===== config.mk =====
export PLATFORM = sky130hd
export DESIGN_NAME = memory_access_stage
export DESIGN_NICKNAME = d
export VERILOG_FILES = /design/src/rtl/memory_access_stage_pkg.sv /design/src/rtl/memory_access_stage_load_store_align.sv /design/src/rtl/memory_access_stage.sv
export SDC_FILE = /design/constraint.sdc
export NUM_CORES = 1
export LEC_CHECK = 0
export CAP_MARGIN = 20
export CORE_MARGIN = 2
export CORE_UTILIZATION = 63
export DETAILED_ROUTE_END_ITERATION = 6
export DONT_BUFFER_PORTS = 1
export PLACE_DENSITY = 0.79
export SLEW_MARGIN = 20
export SYNTH_ARGS = -nofsm -noshare
export SYNTH_HDL_FRONTEND = slang
export SYNTH_SLANG_ARGS = --single-unit

===== constraint.sdc =====
create_clock -name clk -period 2.1 [get_ports clk]
set_input_delay 0.42 -clock clk [delete_from_list [all_inputs] [get_ports clk]]
set_output_delay 0.42 -clock clk [all_outputs]
set_load 0.01 [all_outputs]

===== src/rtl/memory_access_stage_pkg.sv =====
// Shared types for the memory access stage: control bundle, FSM states,
// funct3 size/sign encodings and the misalignment predicate.
package memory_access_stage_pkg;

  typedef struct packed {
    logic reg_write;
    logic mem_to_reg;
    logic mem_read;
    logic mem_write;
  } control_type;

  typedef enum logic [1:0] {
    IDLE = 2'd0,
    REQ  = 2'd1,
    WAIT = 2'd2
  } mem_state_type;

  localparam logic [2:0] F3_B  = 3'b000;
  localparam logic [2:0] F3_H  = 3'b001;
  localparam logic [2:0] F3_W  = 3'b010;
  localparam logic [2:0] F3_BU = 3'b100;
  localparam logic [2:0] F3_HU = 3'b101;

  // Low two funct3 bits carry the access size for both loads and stores.
  function automatic logic is_misaligned(input logic [2:0] f3, input logic [1:0] off);
    case (f3[1:0])
      2'b00:   return 1'b0;
      2'b01:   return off[0];
      default: return off != 2'b00;
    endcase
  endfunction

endpackage


===== src/rtl/memory_access_stage_load_store_align.sv =====
// Combinational byte-lane logic: store strobe/data replication and
// load extraction with sign or zero extension.
import memory_access_stage_pkg::*;

module memory_access_stage_load_store_align (
  input  logic [2:0]  i_funct3,
  input  logic [1:0]  i_offset,
  input  logic [31:0] i_store_data,
  input  logic [31:0] i_load_word,
  output logic [3:0]  o_wstrb,
  output logic [31:0] o_wdata,
  output logic [31:0] o_load_data
);

  logic [7:0]  w_byte;
  logic [15:0] w_half;
  logic        w_unsigned;

  assign w_half     = i_offset[1] ? i_load_word[31:16] : i_load_word[15:0];
  assign w_unsigned = i_funct3[2];

  always_comb begin
    w_byte = i_load_word[7:0];
    case (i_offset)
      2'd0: w_byte = i_load_word[7:0];
      2'd1: w_byte = i_load_word[15:8];
      2'd2: w_byte = i_load_word[23:16];
      2'd3: w_byte = i_load_word[31:24];
      default: w_byte = i_load_word[7:0];
    endcase
  end

  // Half accesses use only offset[1]; word accesses always use lane 0.
  always_comb begin
    o_wstrb     = 4'b1111;
    o_wdata     = i_store_data;
    o_load_data = i_load_word;
    case (i_funct3[1:0])
      2'b00: begin
        o_wstrb     = 4'b0001 << i_offset;
        o_wdata     = {4{i_store_data[7:0]}};
        o_load_data = w_unsigned ? {24'd0, w_byte} : {{24{w_byte[7]}}, w_byte};
      end
      2'b01: begin
        o_wstrb     = 4'b0011 << {i_offset[1], 1'b0};
        o_wdata     = {2{i_store_data[15:0]}};
        o_load_data = w_unsigned ? {16'd0, w_half} : {{16{w_half[15]}}, w_half};
      end
      default: begin
        o_wstrb     = 4'b1111;
        o_wdata     = i_store_data;
        o_load_data = i_load_word;
      end
    endcase
  end

endmodule


===== src/rtl/memory_access_stage.sv =====
// Memory access pipeline stage: issues loads/stores over a valid/ready data
// port, stalls upstream while busy. Optional macro: MISALIGN_TRAP_EN.
import memory_access_stage_pkg::*;

module memory_access_stage #(
  parameter int MAX_WAIT = 255
) (
  input  logic          clk,
  input  logic          reset_n,
  input  logic [31:0]   alu_data_in,
  input  logic [31:0]   memory_data_in,
  input  logic [2:0]    funct3_in,
  input  control_type   control_in,
  output control_type   control_out,
  output logic [31:0]   alu_data_out,
  output logic [31:0]   memory_data_out,
  output logic          stall,
  output logic          bus_error,
  output logic          dmem_req_valid,
  input  logic          dmem_req_ready,
  output logic [31:0]   dmem_addr,
  output logic          dmem_we,
  output logic [3:0]    dmem_wstrb,
  output logic [31:0]   dmem_wdata,
  input  logic          dmem_rsp_valid,
  input  logic [31:0]   dmem_rdata,
`ifdef MISALIGN_TRAP_EN
  output logic          misaligned_fault,
`endif
  output mem_state_type o_dbg_state
);

  localparam int CW = $clog2(MAX_WAIT + 1);
  localparam logic [CW-1:0] MAX_WAIT_C = CW'(MAX_WAIT);

  // Request side holds dmem_req_valid with addr/we/wstrb/wdata stable until
  // dmem_req_ready is seen on a rising edge; a response is a single cycle of
  // dmem_rsp_valid, accepted in REQ (with the handshake) or in WAIT.

  mem_state_type r_state, w_state_nx;
  logic [CW-1:0] r_count, w_count_nx;
  logic [31:0]   r_addr, w_addr_nx;
  logic [31:0]   r_sdata, w_sdata_nx;
  logic [2:0]    r_f3, w_f3_nx;
  control_type   r_ctrl, w_ctrl_nx;
  control_type   r_ctrl_out, w_ctrl_out_nx;
  logic [31:0]   r_alu_out, w_alu_out_nx;
  logic [31:0]   r_mem_out, w_mem_out_nx;
`ifdef MISALIGN_TRAP_EN
  logic          r_fault, w_fault_nx;
`endif

  logic          w_mem_op;
  logic          w_complete;
  logic          w_stall;
  logic          w_req_valid;
  logic          w_bus_error;
  logic [3:0]    w_wstrb;
  logic [31:0]   w_wdata;
  logic [31:0]   w_load_data;

  assign w_mem_op = control_in.mem_read | control_in.mem_write;

  memory_access_stage_load_store_align u_load_store_align (
    .i_funct3     (r_f3),
    .i_offset     (r_addr[1:0]),
    .i_store_data (r_sdata),
    .i_load_word  (dmem_rdata),
    .o_wstrb      (w_wstrb),
    .o_wdata      (w_wdata),
    .o_load_data  (w_load_data)
  );

  always_ff @(posedge clk) begin
    if (!reset_n) begin
      r_state    <= IDLE;
      r_count    <= '0;
      r_addr     <= '0;
      r_sdata    <= '0;
      r_f3       <= '0;
      r_ctrl     <= '0;
      r_ctrl_out <= '0;
      r_alu_out  <= '0;
      r_mem_out  <= '0;
`ifdef MISALIGN_TRAP_EN
      r_fault    <= 1'b0;
`endif
    end else begin
      r_state    <= w_state_nx;
      r_count    <= w_count_nx;
      r_addr     <= w_addr_nx;
      r_sdata    <= w_sdata_nx;
      r_f3       <= w_f3_nx;
      r_ctrl     <= w_ctrl_nx;
      r_ctrl_out <= w_ctrl_out_nx;
      r_alu_out  <= w_alu_out_nx;
      r_mem_out  <= w_mem_out_nx;
`ifdef MISALIGN_TRAP_EN
      r_fault    <= w_fault_nx;
`endif
    end
  end

  // Output register defaults to a bubble; only pass-through, completion,
  // timeout and trap cycles load real content.
  always_comb begin
    w_state_nx    = r_state;
    w_count_nx    = r_count;
    w_addr_nx     = r_addr;
    w_sdata_nx    = r_sdata;
    w_f3_nx       = r_f3;
    w_ctrl_nx     = r_ctrl;
    w_ctrl_out_nx = '0;
    w_alu_out_nx  = '0;
    w_mem_out_nx  = '0;
`ifdef MISALIGN_TRAP_EN
    w_fault_nx    = 1'b0;
`endif
    w_complete    = 1'b0;
    w_stall       = 1'b0;
    w_req_valid   = 1'b0;
    w_bus_error   = 1'b0;

    case (r_state)
      IDLE: begin
`ifdef MISALIGN_TRAP_EN
        if (w_mem_op && is_misaligned(funct3_in, alu_data_in[1:0])) begin
          w_ctrl_out_nx           = control_in;
          w_ctrl_out_nx.reg_write = 1'b0;
          w_alu_out_nx            = alu_data_in;
          w_fault_nx              = 1'b1;
        end else
`endif
        if (w_mem_op) begin
          w_stall    = 1'b1;
          w_addr_nx  = alu_data_in;
          w_sdata_nx = memory_data_in;
          w_f3_nx    = funct3_in;
          w_ctrl_nx  = control_in;
          w_state_nx = REQ;
        end else begin
          w_ctrl_out_nx = control_in;
          w_alu_out_nx  = alu_data_in;
        end
      end

      REQ: begin
        w_stall     = 1'b1;
        w_req_valid = 1'b1;
        if (dmem_req_ready) begin
          if (dmem_rsp_valid) begin
            w_complete = 1'b1;
          end else begin
            w_state_nx = WAIT;
            w_count_nx = '0;
          end
        end
      end

      WAIT: begin
        w_stall = 1'b1;
        if (dmem_rsp_valid) begin
          w_complete = 1'b1;
        end else if (r_count == MAX_WAIT_C) begin
          w_bus_error             = 1'b1;
          w_ctrl_out_nx           = r_ctrl;
          w_ctrl_out_nx.reg_write = 1'b0;
          w_alu_out_nx            = r_addr;
          w_state_nx              = IDLE;
        end else begin
          w_count_nx = r_count + 1'b1;
        end
      end

      default: w_state_nx = IDLE;
    endcase

    // mem_read wins when both read and write are set.
    if (w_complete) begin
      w_state_nx    = IDLE;
      w_ctrl_out_nx = r_ctrl;
      w_alu_out_nx  = r_addr;
      w_mem_out_nx  = r_ctrl.mem_read ? w_load_data : 32'd0;
    end
  end

  assign control_out     = r_ctrl_out;
  assign alu_data_out    = r_alu_out;
  assign memory_data_out = r_mem_out;
  assign stall           = w_stall;
  assign bus_error       = w_bus_error;
  assign dmem_req_valid  = w_req_valid;
  assign dmem_addr       = {r_addr[31:2], 2'b00};
  assign dmem_we         = ~r_ctrl.mem_read;
  assign dmem_wstrb      = dmem_we ? w_wstrb : 4'b0000;
  assign dmem_wdata      = w_wdata;
  assign o_dbg_state     = r_state;
`ifdef MISALIGN_TRAP_EN
  assign misaligned_fault = r_fault;
`endif

endmodule


Word-level counts from Yosys, hierarchy flattened --
Cells that the tools add are included. Widths: inputs -> output; s select.
Operators by class: add/subtract/negate cells 1, equality and inequality tests 13, shift operators 2, mux-type cells 38, bitwise logic cells 3, reductions and logical operators 10
Operators by type and width (number):
- $mux 32 | 6
- $pmux 32 s2 | 3
- $mux 8 | 4
- $pmux 8 s4 | 1
- $mux 16 | 1
- $pmux 4 s2 | 2
- $pmux 8 s2 | 1
- $mux 4 | 3
- $ne 2x2->1 const B | 6
- $mux 2 | 5
- $reduce_and 5->1 | 2
- $add 8x1->8 const B | 1
- $eq 8x8->1 const B | 1
- $mux 1 | 7
- $eq 2x1->1 const B | 3
- $eq 2x2->1 const B | 3
- $logic_not 2->1 | 3
- $mux 3 | 2
- $pmux 2 s3 | 1
- $pmux 1 s2 | 2
- $reduce_or 2->1 | 2
- $shl 1x2->4 const A | 1
- $shl 2x2->4 const A | 1
- $reduce_and 3->1 | 1
- other kinds (4) | 5
Storage, ports and cells: bits in registers 149, input bits 107, output and inout bits 142, word-level logic and storage cells 82

Longest topological paths before layout --
Gate-level depths: netlist of run 1.
word-level depth 5, gate-level depth with buffers 8

Cells and area by module --
A second synthesis of run 1 with hierarchy kept.
Unflattened totals: cell total of the unflattened synthesis 851, area, all modules 6886.6 µm²
Modules (own cells, without submodules):
- memory_access_stage | times used 1, cells an instance 660, area an instance 5630.4 µm², seq. area each 2982.9 µm²
- memory_access_stage_load_store_align | times used 1, cells an instance 191, area an instance 1256.2 µm², seq. area each 0.0 µm²

Worst setup path before layout of run 1 --
OpenSTA, ideal clock, no wires.
path type register -> output, from register r_state[0], in the netlist o_dbg_state[0], to output stall, data arrival time 1546 ps, data required time 1680 ps, slack 134 ps, cell stages (with the launch flop) 8, cell sequence dfxtp_1 inv_1 ha_1 o21a_1 clkbuf_1 clkbuf_1 nor2_1 nor2_1
Between the ends: cells in the longest elaborated chain, start to end 3, elaborated cells between the ends (all ways) 5
Ends and longest elaborated chain:
- start, declared | line memory_access_stage.sv:40 | mem_state_type r_state, w_state_nx;
- start signal, assigned | line memory_access_stage.sv:89 | r_state <= w_state_nx;
- $eq 2x2->1 or $eq 2x1->1 (tied branches) | line memory_access_stage.sv:124 | case (r_state)
- $reduce_or 2->1 (no source line)
- $pmux 1 s2 * | line memory_access_stage.sv:124
- end, declared | line memory_access_stage.sv:17 | output logic stall,
Mark *: on every way between the ends. The rest lies on a longest branch, timed or not.

Worst setup path after layout of run 1 --
from register r_state[0], in the netlist o_dbg_state[0], to output bus_error
Between the ends: cells in the longest elaborated chain, start to end 2
Ends and longest elaborated chain:
- $eq 2x2->1 | line memory_access_stage.sv:124
- $mux 1 | line memory_access_stage.sv:124
- end, declared | line memory_access_stage.sv:18 | output logic bus_error,
Every way passes these cells.

==> results of run 1 <==
-- timing repair --
action | CTS | global route
buffers inserted | 1 | 2
endpoints found under the hold margin | 0 | 0
pin swaps | 1 | 2
endpoints found under the setup margin | 21 | 13
resized for setup | 9 | 19
-- cell type report --
type,instances,share of cell area
Tap cell,140,0.0236
Clock buffer,21,0.0619
Clock inverter,10,0.0133
Sequential cell,149,0.404
Timing Repair Buffer,32,0.0402
Inverter,9,0.00489
Multi-Input combinational cell,525,0.452
-- Yosys cell counts (2+ instances only) --
master / number / area, um^2
o22ai_1: 2 / 12.5
a21boi_0: 72 / 541
a41oi_1: 3 / 26.3
nand2b_1: 3 / 18.8
a211oi_2: 30 / 375
clkbuf_1: 37 / 139
buf_2: 15 / 75.1
nor2b_1: 2 / 12.5
buf_4: 44 / 330
nand3b_1: 2 / 15.0
mux4_2: 8 / 180
mux2_2: 16 / 180
inv_1: 9 / 33.8
dfxtp_1: 149 / 2980
a21oi_1: 67 / 335
mux2i_1: 18 / 180
nand3_1: 5 / 25.0
or3_1: 3 / 18.8
nor2_2: 3 / 18.8
nor2_1: 20 / 75.1
nand2_1: 211 / 792
a22oi_1: 8 / 60.1
o21ai_0: 15 / 75.1
a211oi_1: 3 / 22.5
ha_1: 5 / 62.6
and3_1: 3 / 18.8
-- kinds of logic (layout without fill, tap and decap cells) --
logic type      count (synthesis)  count (layout)
compound gates                215             215
fa+ha+maj                       5               5
buf+inv                       105              72
flops                         149             149
mux                            42              42
other cells                     1               2
simple gates                  261             261
-- power groups by stage --
| stage | logic (W) | registers (W) | clock network, W |
|---|---|---|---|
| after CTS | 0.00271 | 0.00363 | 0.00287 |
| final | 0.00274 | 0.00365 | 0.00282 |
| after global routing | 0.00300 | 0.00370 | 0.00299 |
| after floorplan | 0.00236 | 0.00346 | 0 |
| after detailed placement | 0.00267 | 0.00368 | 0 |
| after global placement | 0.00255 | 0.00367 | 0 |
-- registers in the layout (all words and copies together) (netlist names) --
register / cells
alu_data_out: 32
control_out: 4
memory_data_out: 32
o_dbg_state: 2
r_addr: 32
r_count: 8
r_ctrl: 4
r_f3: 3
r_sdata: 32
-- worst max-delay path: stages, from the launching register on --
cell and delay (ns):
dfxtp_2 0.34, inv_4 0.08, ha_4 0.16, nand4_1 0.14, nor3b_4 0.27, buf_6 0.14
-- how the worst min path moves through the flow --
stage	start	endpoint	slack [ns]	cells past startpoint
after floorplan	r_ctrl[0]	control_out[0]	0.41	2
after global routing	dmem_rdata[21]	memory_data_out[21]	0.03	2
after global placement	r_ctrl[0]	control_out[0]	0.43	2
after CTS	reset_n	control_out[0]	0.02	2
final	alu_data_in[22]	r_addr[22]	0.05	2
after detailed placement	r_ctrl[0]	control_out[0]	0.42	2
-- stage by stage --
step | total power, W | area [um^2] | hold slack (ns) | util
finish | 0.00921 | 7410 | 0.0464 | 0.693
global route | 0.00969 | 7410 | 0.0275 | 0.693
CTS | 0.00921 | 7350 | 0.0211 | 0.687
detailed placement | 0.00635 | 6770 | 0.424 | 0.633
global placement | 0.00621 | 6750 | 0.429 | 0.631
floorplan | 0.00582 | 6850 | 0.410 | -
-- metal layers --
metal  up-vias  wire length, um  GRT usage
met5         -                0          0
met4         0              440      0.120
met3        36             1680      0.108
met2       245             8520      0.481
met1      2577             6440      0.311
li1       2528                -          -
==> impl_metrics.env, run 1 <==
export IMPL_n_antenna_cell=0
export IMPL_area_growth_pct=8.30
export IMPL_dp_hpwl_um=11900
export IMPL_fin_tns_setup_ns=0
export IMPL_seqCellArea_um2=2990
export IMPL_fillers=819
export IMPL_drv_slew=0
export IMPL_ioPinCount=249
export IMPL_power_leakage_nw=2.64
export IMPL_cp_start_kind="flop"
export IMPL_cap_violations=0
export IMPL_path_class="reg2out"
export IMPL_routedWlPerCell_um=19.3
export IMPL_num_rows=38
export IMPL_clockPowerShare=0.306
export IMPL_clkSlewWorstSetupHoldPaths_ns=0.06
export IMPL_portBuffers=0
export IMPL_power_switching_w=0.00331
export IMPL_synth_compound_area_frac=0.234
export IMPL_nets=846
export IMPL_synth_warnings=0
export IMPL_syn_inst=778
export IMPL_p_int_w=0.00590
export IMPL_clockBufferDepth=2
export IMPL_place_ws_ns=0.133
export IMPL_p_comb_frac=0.298
export IMPL_tightest_slew_ns=0.637
export IMPL_initial_utilization=0.640
export IMPL_multi_input_area_um2=3350
export IMPL_grt_pass1_vias=5282
export IMPL_hold_viol=0
export IMPL_htree_num_levels=4
export IMPL_ir_drop_mv=0.607
export IMPL_critPathLaunch="o_dbg_state[0]"
export IMPL_synth_xor_area_frac=0
export IMPL_grt_max_degree=85
export IMPL_cts_root_buf="clkbuf_8"
export IMPL_drive_above_1_share=0.192
export IMPL_cts_tree="done"
export IMPL_grt_pass1_wl_um=26100
export IMPL_fin_worst_skew_ns=0.00611
export IMPL_cts_sinks=149
export IMPL_finalCriticalPeriod_ns=2.05
export IMPL_layout_setup_ws_ns=0.0492
export IMPL_stdcell_count=886
export IMPL_firstDrtPassIters=5
export IMPL_cts_buffers=17
export IMPL_crit_end="bus_error"
export IMPL_critPathMaxFanout=4
export IMPL_status="complete, no violations"
export IMPL_dp_cells=852
export IMPL_rsz0062_at_grt="true"
export IMPL_core_um2=10700
export IMPL_avgViaCountPerCell=6.08
export IMPL_cts_hold_fix_buffers=0
export IMPL_min_path_type="in2reg"
export IMPL_slew_headroom=0.573
export IMPL_synth_top_family_by_area="compound AO/OA/AOI/OAI gates"
export IMPL_ant_nets=0
export IMPL_required_ns=1.68
export IMPL_p_per_area_nw_per_um2=1240
export IMPL_place_gp_congestion=0.875
export IMPL_clk_latency_ns=0.51
export IMPL_r2r_cells=7
export IMPL_swShare=0.359
export IMPL_ys_types=51
export IMPL_synthAdderAreaFrac=0.00914
export IMPL_ys_seq_elements=149
export IMPL_timing_fmax_ghz=0.488
export IMPL_wl_um=17100
export IMPL_setup_viol=0
export IMPL_remaining_drc_errors=0
export IMPL_arrival_ns=1.63
export IMPL_reg2reg_from="o_dbg_state[1]"
export IMPL_mostFrequentLayoutCells="211 x nand2_1, 142 x dfxtp_1, 72 x a21boi_0, 67 x a21oi_1, 30 x a211oi_2"
export IMPL_synth_top_flop_cell="dfxtp_1"
export IMPL_antenna_found_initial=0
export IMPL_syn_avg_cell_area_um2=8.80
export IMPL_synth_seq_area_share=0.436
export IMPL_track_usage=0.281
export IMPL_drt_iter0_drc=348
export IMPL_die_x_um=108
export IMPL_end_kind="output port"
export IMPL_dieArea_um2=11700
export IMPL_r2r_end="r_count[3]"
export IMPL_dieHeight_um=108
export IMPL_synthSimpleGateAreaFrac=0.157
export IMPL_reg2reg_setup_slack_ns=0.17
export IMPL_fin_crit_sh=0.977
export IMPL_muxShareOfSynthArea=0.0789
export IMPL_grt_ovfl_total=0
export IMPL_vias=5386
export IMPL_synth_edf_count=0
export IMPL_async_flop_share=0
export IMPL_pwr_share_seq=0.396
export IMPL_synth_cell_area_um2=6850
export IMPL_layout_commonest_cell="nand2_1"
Note: power is estimated with default switching activity, not from simulation.
==> inputs of run 2 (changes only) <==
- CAP_MARGIN: 20 -> 10
- SETUP_SLACK_MARGIN: default -> 0.1
==> run 2 against run 1 <==
  * Count of clock-buffer cells in the layout is 1 lower
  * Critical path depth stayed put
  * Sequential cell count unchanged
  * Sequential share of layout area down 1.1 points
  * Via count up 2.1%
==> impl_metrics.env, run 2 (same netlist as run 1, synthesis figures left out) <==
export IMPL_hold_ws_ns=0.0441
export IMPL_p_per_area_nw_per_um2=1240
export IMPL_wl_um=18000
export IMPL_dieArea_um2=11700
export IMPL_slowest_stage="dfxtp_2"
export IMPL_timing_fmax_ghz=0.494
export IMPL_drt_iter0_drc=356
export IMPL_clockBufferDepth=2
export IMPL_fin_crit_sh=0.963
export IMPL_clkSlewWorstSetupHoldPaths_ns=0.06
export IMPL_vias=5499
export IMPL_area_growth_pct=11.4
export IMPL_dieHeight_um=108
export IMPL_cts_hold_fix_buffers=0
export IMPL_grt_max_degree=85
export IMPL_setup_viol=0
export IMPL_routedWlPerCell_um=20.0
export IMPL_final_util=0.713
export IMPL_cts_buffers=17
export IMPL_arrival_ns=1.60
export IMPL_die_x_um=108
export IMPL_status="complete, no violations"
export IMPL_finalPower_w=0.00949
export IMPL_end_kind="output port"
export IMPL_dp_cells=851
export IMPL_drv_slew=0
export IMPL_avgViaCountPerCell=6.11
export IMPL_dp_hpwl_um=11900
export IMPL_mostFrequentLayoutCells="211 x nand2_1, 141 x dfxtp_1, 72 x a21boi_0, 65 x a21oi_1, 32 x buf_4"
export IMPL_stdcell_count=900
export IMPL_firstDrtPassIters=5
export IMPL_track_usage=0.288
export IMPL_crit_buf_inv=2
export IMPL_required_ns=1.68
export IMPL_tightest_slew_ns=0.649
export IMPL_hold_viol=0
export IMPL_n_antenna_cell=0
export IMPL_num_rows=38
export IMPL_cpPeakStageDelay_ns=0.33
export IMPL_nets=860
export IMPL_layout_commonest_cell="nand2_1"
export IMPL_drive_above_1_share=0.213
export IMPL_critPathMaxFanout=2
export IMPL_cap_violations=0
export IMPL_initial_utilization=0.640
export IMPL_crit_family="simple AND/OR/NAND/NOR gates"
export IMPL_slew_headroom=0.566
export IMPL_path_class="reg2out"
export IMPL_remaining_drc_errors=0
export IMPL_cts_root_buf="clkbuf_8"
export IMPL_fin_worst_skew_ns=0.00745
export IMPL_cp_start_kind="flop"
export IMPL_ant_nets=0
export IMPL_place_gp_congestion=0.875
export IMPL_min_path_type="in2reg"
export IMPL_finalCriticalPeriod_ns=2.02
export IMPL_antenna_found_initial=0
export IMPL_ioPinCount=249
export IMPL_grt_pass1_wl_um=26500
export IMPL_portBuffers=0
export IMPL_ir_drop_mv=0.730
export IMPL_cts_tree="done"
export IMPL_cts_sinks=149
export IMPL_clk_latency_ns=0.51
export IMPL_grt_pass1_vias=5294
export IMPL_htree_num_levels=4
export IMPL_rsz0062_at_grt="true"
export IMPL_power_leakage_nw=2.75
export IMPL_crit_chain="inv_4 -> ha_4 -> nand4_1 -> nor3b_4 -> buf_6"
export IMPL_core_um2=10700
export IMPL_grt_ovfl_total=0
export IMPL_fin_tns_setup_ns=0
## run 2: cell count changes in the layout (fill, tap and decap cells not counted), moves of 2 or more
cell and delta:
a21oi_2 +2, mux2_4 +6, buf_6 +4, nor2_2 -3
dfxtp_4 +2, a21oi_1 -2, mux2_2 -6, nor2_4 +4
buf_4 +6, buf_12 +2
## run 2: cell type report
type,count,area (um^2)
Fill cell,770,3070
Inverter,9,36.3
Tap cell,140,175
Sequential cell,149,3000
Timing Repair Buffer,44,428
Multi-Input combinational cell,527,3440
Clock inverter,11,104
Clock buffer,20,445
## run 2: what timing repair did
action | in CTS | in global routing
pin swaps | 3 | 7
endpoints found under the setup margin | 58 | 92
gates cloned | 1 | 1
gates resized for setup | 29 | 25
setup buffers | 10 | 6
## run 2: power breakdown
group          switching, W  leakage (nW)  total, W  internal [W]
Clock               0.00116         0.267   0.00279       0.00163
Sequential         0.000454          1.22   0.00366       0.00321
Combinational       0.00184          1.26   0.00303       0.00120
## run 2: path summary, 6_finish.rpt
| kind | from | endpoint | slack [ns] | cells after the start |
|---|---|---|---|---|
| min | funct3_in[1] | r_f3[1] | 0.04 | 2 |
| min reg2reg | r_ctrl[0] | control_out[0] | 0.44 | 2 |
| max reg2reg | o_dbg_state[0] | alu_data_out[28] | 0.10 | 7 |
| max | o_dbg_state[0] | bus_error | 0.08 | 5 |
## run 2: layer usage
metal / GRT usage / up-vias / part of all wire
li1: - / 2566 / -
met1: 0.319 / 2616 / 0.37
met2: 0.507 / 278 / 0.50
met3: 0.102 / 39 / 0.10
met4: 0.110 / 0 / 0.025
met5: 0 / - / 0
## run 2: per-stage QoR
step	cell area (um^2)	setup slack, ns
6_report	7630	0.0776
5_1_grt	7630	0.0111
4_1_cts	7500	0.0525
3_5_place_dp	6750	-0.218
3_3_place_gp	6750	-0.0320
2_1_floorplan	6850	0.134
==> inputs of run 3 (changes only) <==
- CORE_UTILIZATION: 63 -> 31
- GPL_TIMING_DRIVEN: default -> 0
- PLACE_DENSITY: 0.79 -> 0.45
- clock period: 2.1 -> 2.17 ns (I/O delays scaled with it)
==> run 3 against run 2 <==
  * Register-to-register slack improved by 0.11 ns
  * Sequential power decreased by 6.3%
  * Count of clock-buffer cells in the layout decreased by 1
  * Clock power increased by 7.9%
  * Combinational power increased by 9.2%
  * Cell count increased by 23%
  * Highest routed layer unchanged
  * Critical path depth decreased by 1
  * First-iteration DRC count decreased by 7.9%
  * Via count increased by 2.7%
  * Critical path type unchanged
==> impl_metrics.env, run 3 (same netlist as run 1, synthesis figures left out) <==
export IMPL_status="complete, no violations"
export IMPL_cp_start_kind="flop"
export IMPL_grt_pass1_wl_um=33500
export IMPL_min_path_type="in2reg"
export IMPL_n_antenna_cell=0
export IMPL_wl_um=21700
export IMPL_nets=925
export IMPL_stdcell_count=1106
export IMPL_ioPinCount=249
export IMPL_end_kind="output port"
export IMPL_crit_chain="inv_4 -> ha_4 -> nand4_1 -> nor3b_4"
export IMPL_p_per_area_nw_per_um2=1200
export IMPL_slew_headroom=0.565
export IMPL_cp_num_cells=4
export IMPL_hold_viol=0
export IMPL_cpPeakStageDelay_ns=0.38
export IMPL_layout_setup_ws_ns=0.170
export IMPL_htree_num_levels=4
export IMPL_placed_area_um2=7200
export IMPL_crit_buf_inv=1
export IMPL_reg2reg_setup_slack_ns=0.21
export IMPL_dp_hpwl_um=16200
export IMPL_grt_ovfl_total=0
export IMPL_remaining_drc_errors=0
export IMPL_hold_ws_ns=0.149
export IMPL_drive_above_1_share=0.241
export IMPL_fin_worst_skew_ns=0.00917
export IMPL_critPathLaunch="o_dbg_state[0]"
export IMPL_mostFrequentLayoutCells="211 x nand2_1, 143 x dfxtp_1, 72 x a21boi_0, 66 x a21oi_1, 65 x buf_4"
export IMPL_cts_tree="done"
export IMPL_cap_violations=0
export IMPL_area_growth_pct=18.5
export IMPL_reg2reg_from="o_dbg_state[1]"
export IMPL_dp_cells=1059
export IMPL_cts_root_buf="clkbuf_16"
export IMPL_vias=5645
export IMPL_ant_nets=0
export IMPL_num_rows=54
export IMPL_dieArea_um2=23300
export IMPL_antenna_found_initial=0
export IMPL_timing_fmax_ghz=0.500
export IMPL_path_class="reg2out"
export IMPL_crit_family="simple AND/OR/NAND/NOR gates"
export IMPL_die_x_um=153
export IMPL_place_ws_ns=-0.515
export IMPL_place_gp_congestion=0.826
export IMPL_drv_slew=0
export IMPL_r2r_end="r_count[6]"
export IMPL_finalCriticalPeriod_ns=2.00
export IMPL_tightest_slew_ns=0.647
export IMPL_dieHeight_um=153
export IMPL_clkSlewWorstSetupHoldPaths_ns=0.06
export IMPL_cts_sinks=149
export IMPL_routedWlPerCell_um=19.7
export IMPL_r2r_cells=7
export IMPL_grt_pass1_vias=5826
export IMPL_slowest_stage="dfxtp_4"
export IMPL_clockBufferDepth=2
export IMPL_power_leakage_nw=2.95
export IMPL_clk_latency_ns=0.42
export IMPL_cts_buffers=17
export IMPL_critPathMaxFanout=5
export IMPL_firstDrtPassIters=4
export IMPL_required_ns=1.74
export IMPL_layout_commonest_cell="nand2_1"
export IMPL_drt_iter0_drc=328
export IMPL_track_usage=0.184
export IMPL_crit_end="bus_error"
export IMPL_ir_drop_mv=0.414
export IMPL_finish_instance_area_um2=8110
export IMPL_grt_max_degree=17
export IMPL_portBuffers=0
export IMPL_initial_utilization=0.315
export IMPL_core_um2=21800
export IMPL_rsz0062_at_grt="true"
export IMPL_avgViaCountPerCell=5.10
export IMPL_setup_viol=0
export IMPL_arrival_ns=1.57
export IMPL_cts_hold_fix_buffers=0
export IMPL_fin_crit_sh=0.922
==> run 3: changes by cell type in the layout (fill, tap and decap cells not counted), sizes merged <==
cell and change:
buf +32, clkinvlp +1, clkbuf +34, nor2 -1, bufinv +2, inv -1
o21a -1
==> run 3: power breakdown <==
part           switching (W)  internal (W)  leakage (nW)  total (W)
logic                0.00203       0.00128          1.44    0.00331
registers           0.000327       0.00310          1.22    0.00343
clock network        0.00120       0.00180         0.283    0.00301
==> run 3: final cells by class <==
| type | count | area [um^2] |
|---|---|---|
| multi-input cells | 525 | 3390 |
| plain buffers | 95 | 613 |
| well taps | 280 | 350 |
| flip-flops and latches | 149 | 3000 |
| clock buffers | 19 | 433 |
| clock inverters | 13 | 159 |
| inverters | 9 | 38.8 |
| repair buffers | 16 | 133 |
| fillers | 2269 | 13600 |
==> run 3: repair_timing <==
item | in CTS | in global routing
gates resized for setup | 54 | 20
setup buffers | 11 | 5
setup endpoints to repair | 171 | 91
pin swaps | 4 | 4
==> run 3: stage by stage <==
| stage | TNS, ns | total power [W] | util |
|---|---|---|---|
| after detailed placement | -26.29 | 0.00648 | 0.331 |
| after CTS | 0 | 0.00976 | 0.368 |
| after global routing | 0 | 0.0103 | 0.373 |
| final | 0 | 0.00975 | 0.373 |
| after global placement | -20.04 | 0.00641 | 0.331 |
| after floorplan | 0 | 0.00564 | - |
==> run 3: worst min path at each step <==
stage | start | end | slack (ns) | cells past startpoint
final | alu_data_in[17] | r_addr[17] | 0.15 | 2
after global routing | funct3_in[1] | r_f3[1] | 0.13 | 2
after CTS | alu_data_in[15] | r_addr[15] | 0.13 | 2
after detailed placement | r_ctrl[0] | control_out[0] | 0.44 | 2
after global placement | r_ctrl[0] | control_out[0] | 0.43 | 2
after floorplan | r_ctrl[0] | control_out[0] | 0.41 | 2
==> run 3: routing by layer <==
| layer | GRT usage | vias up | part of all wire |
|---|---|---|---|
| met5 | 0 | - | 0 |
| met1 | 0.217 | 2693 | 0.41 |
| met3 | 0.0757 | 21 | 0.094 |
| li1 | - | 2694 | - |
| met2 | 0.307 | 237 | 0.48 |
| met4 | 0.0547 | 0 | 0.016 |
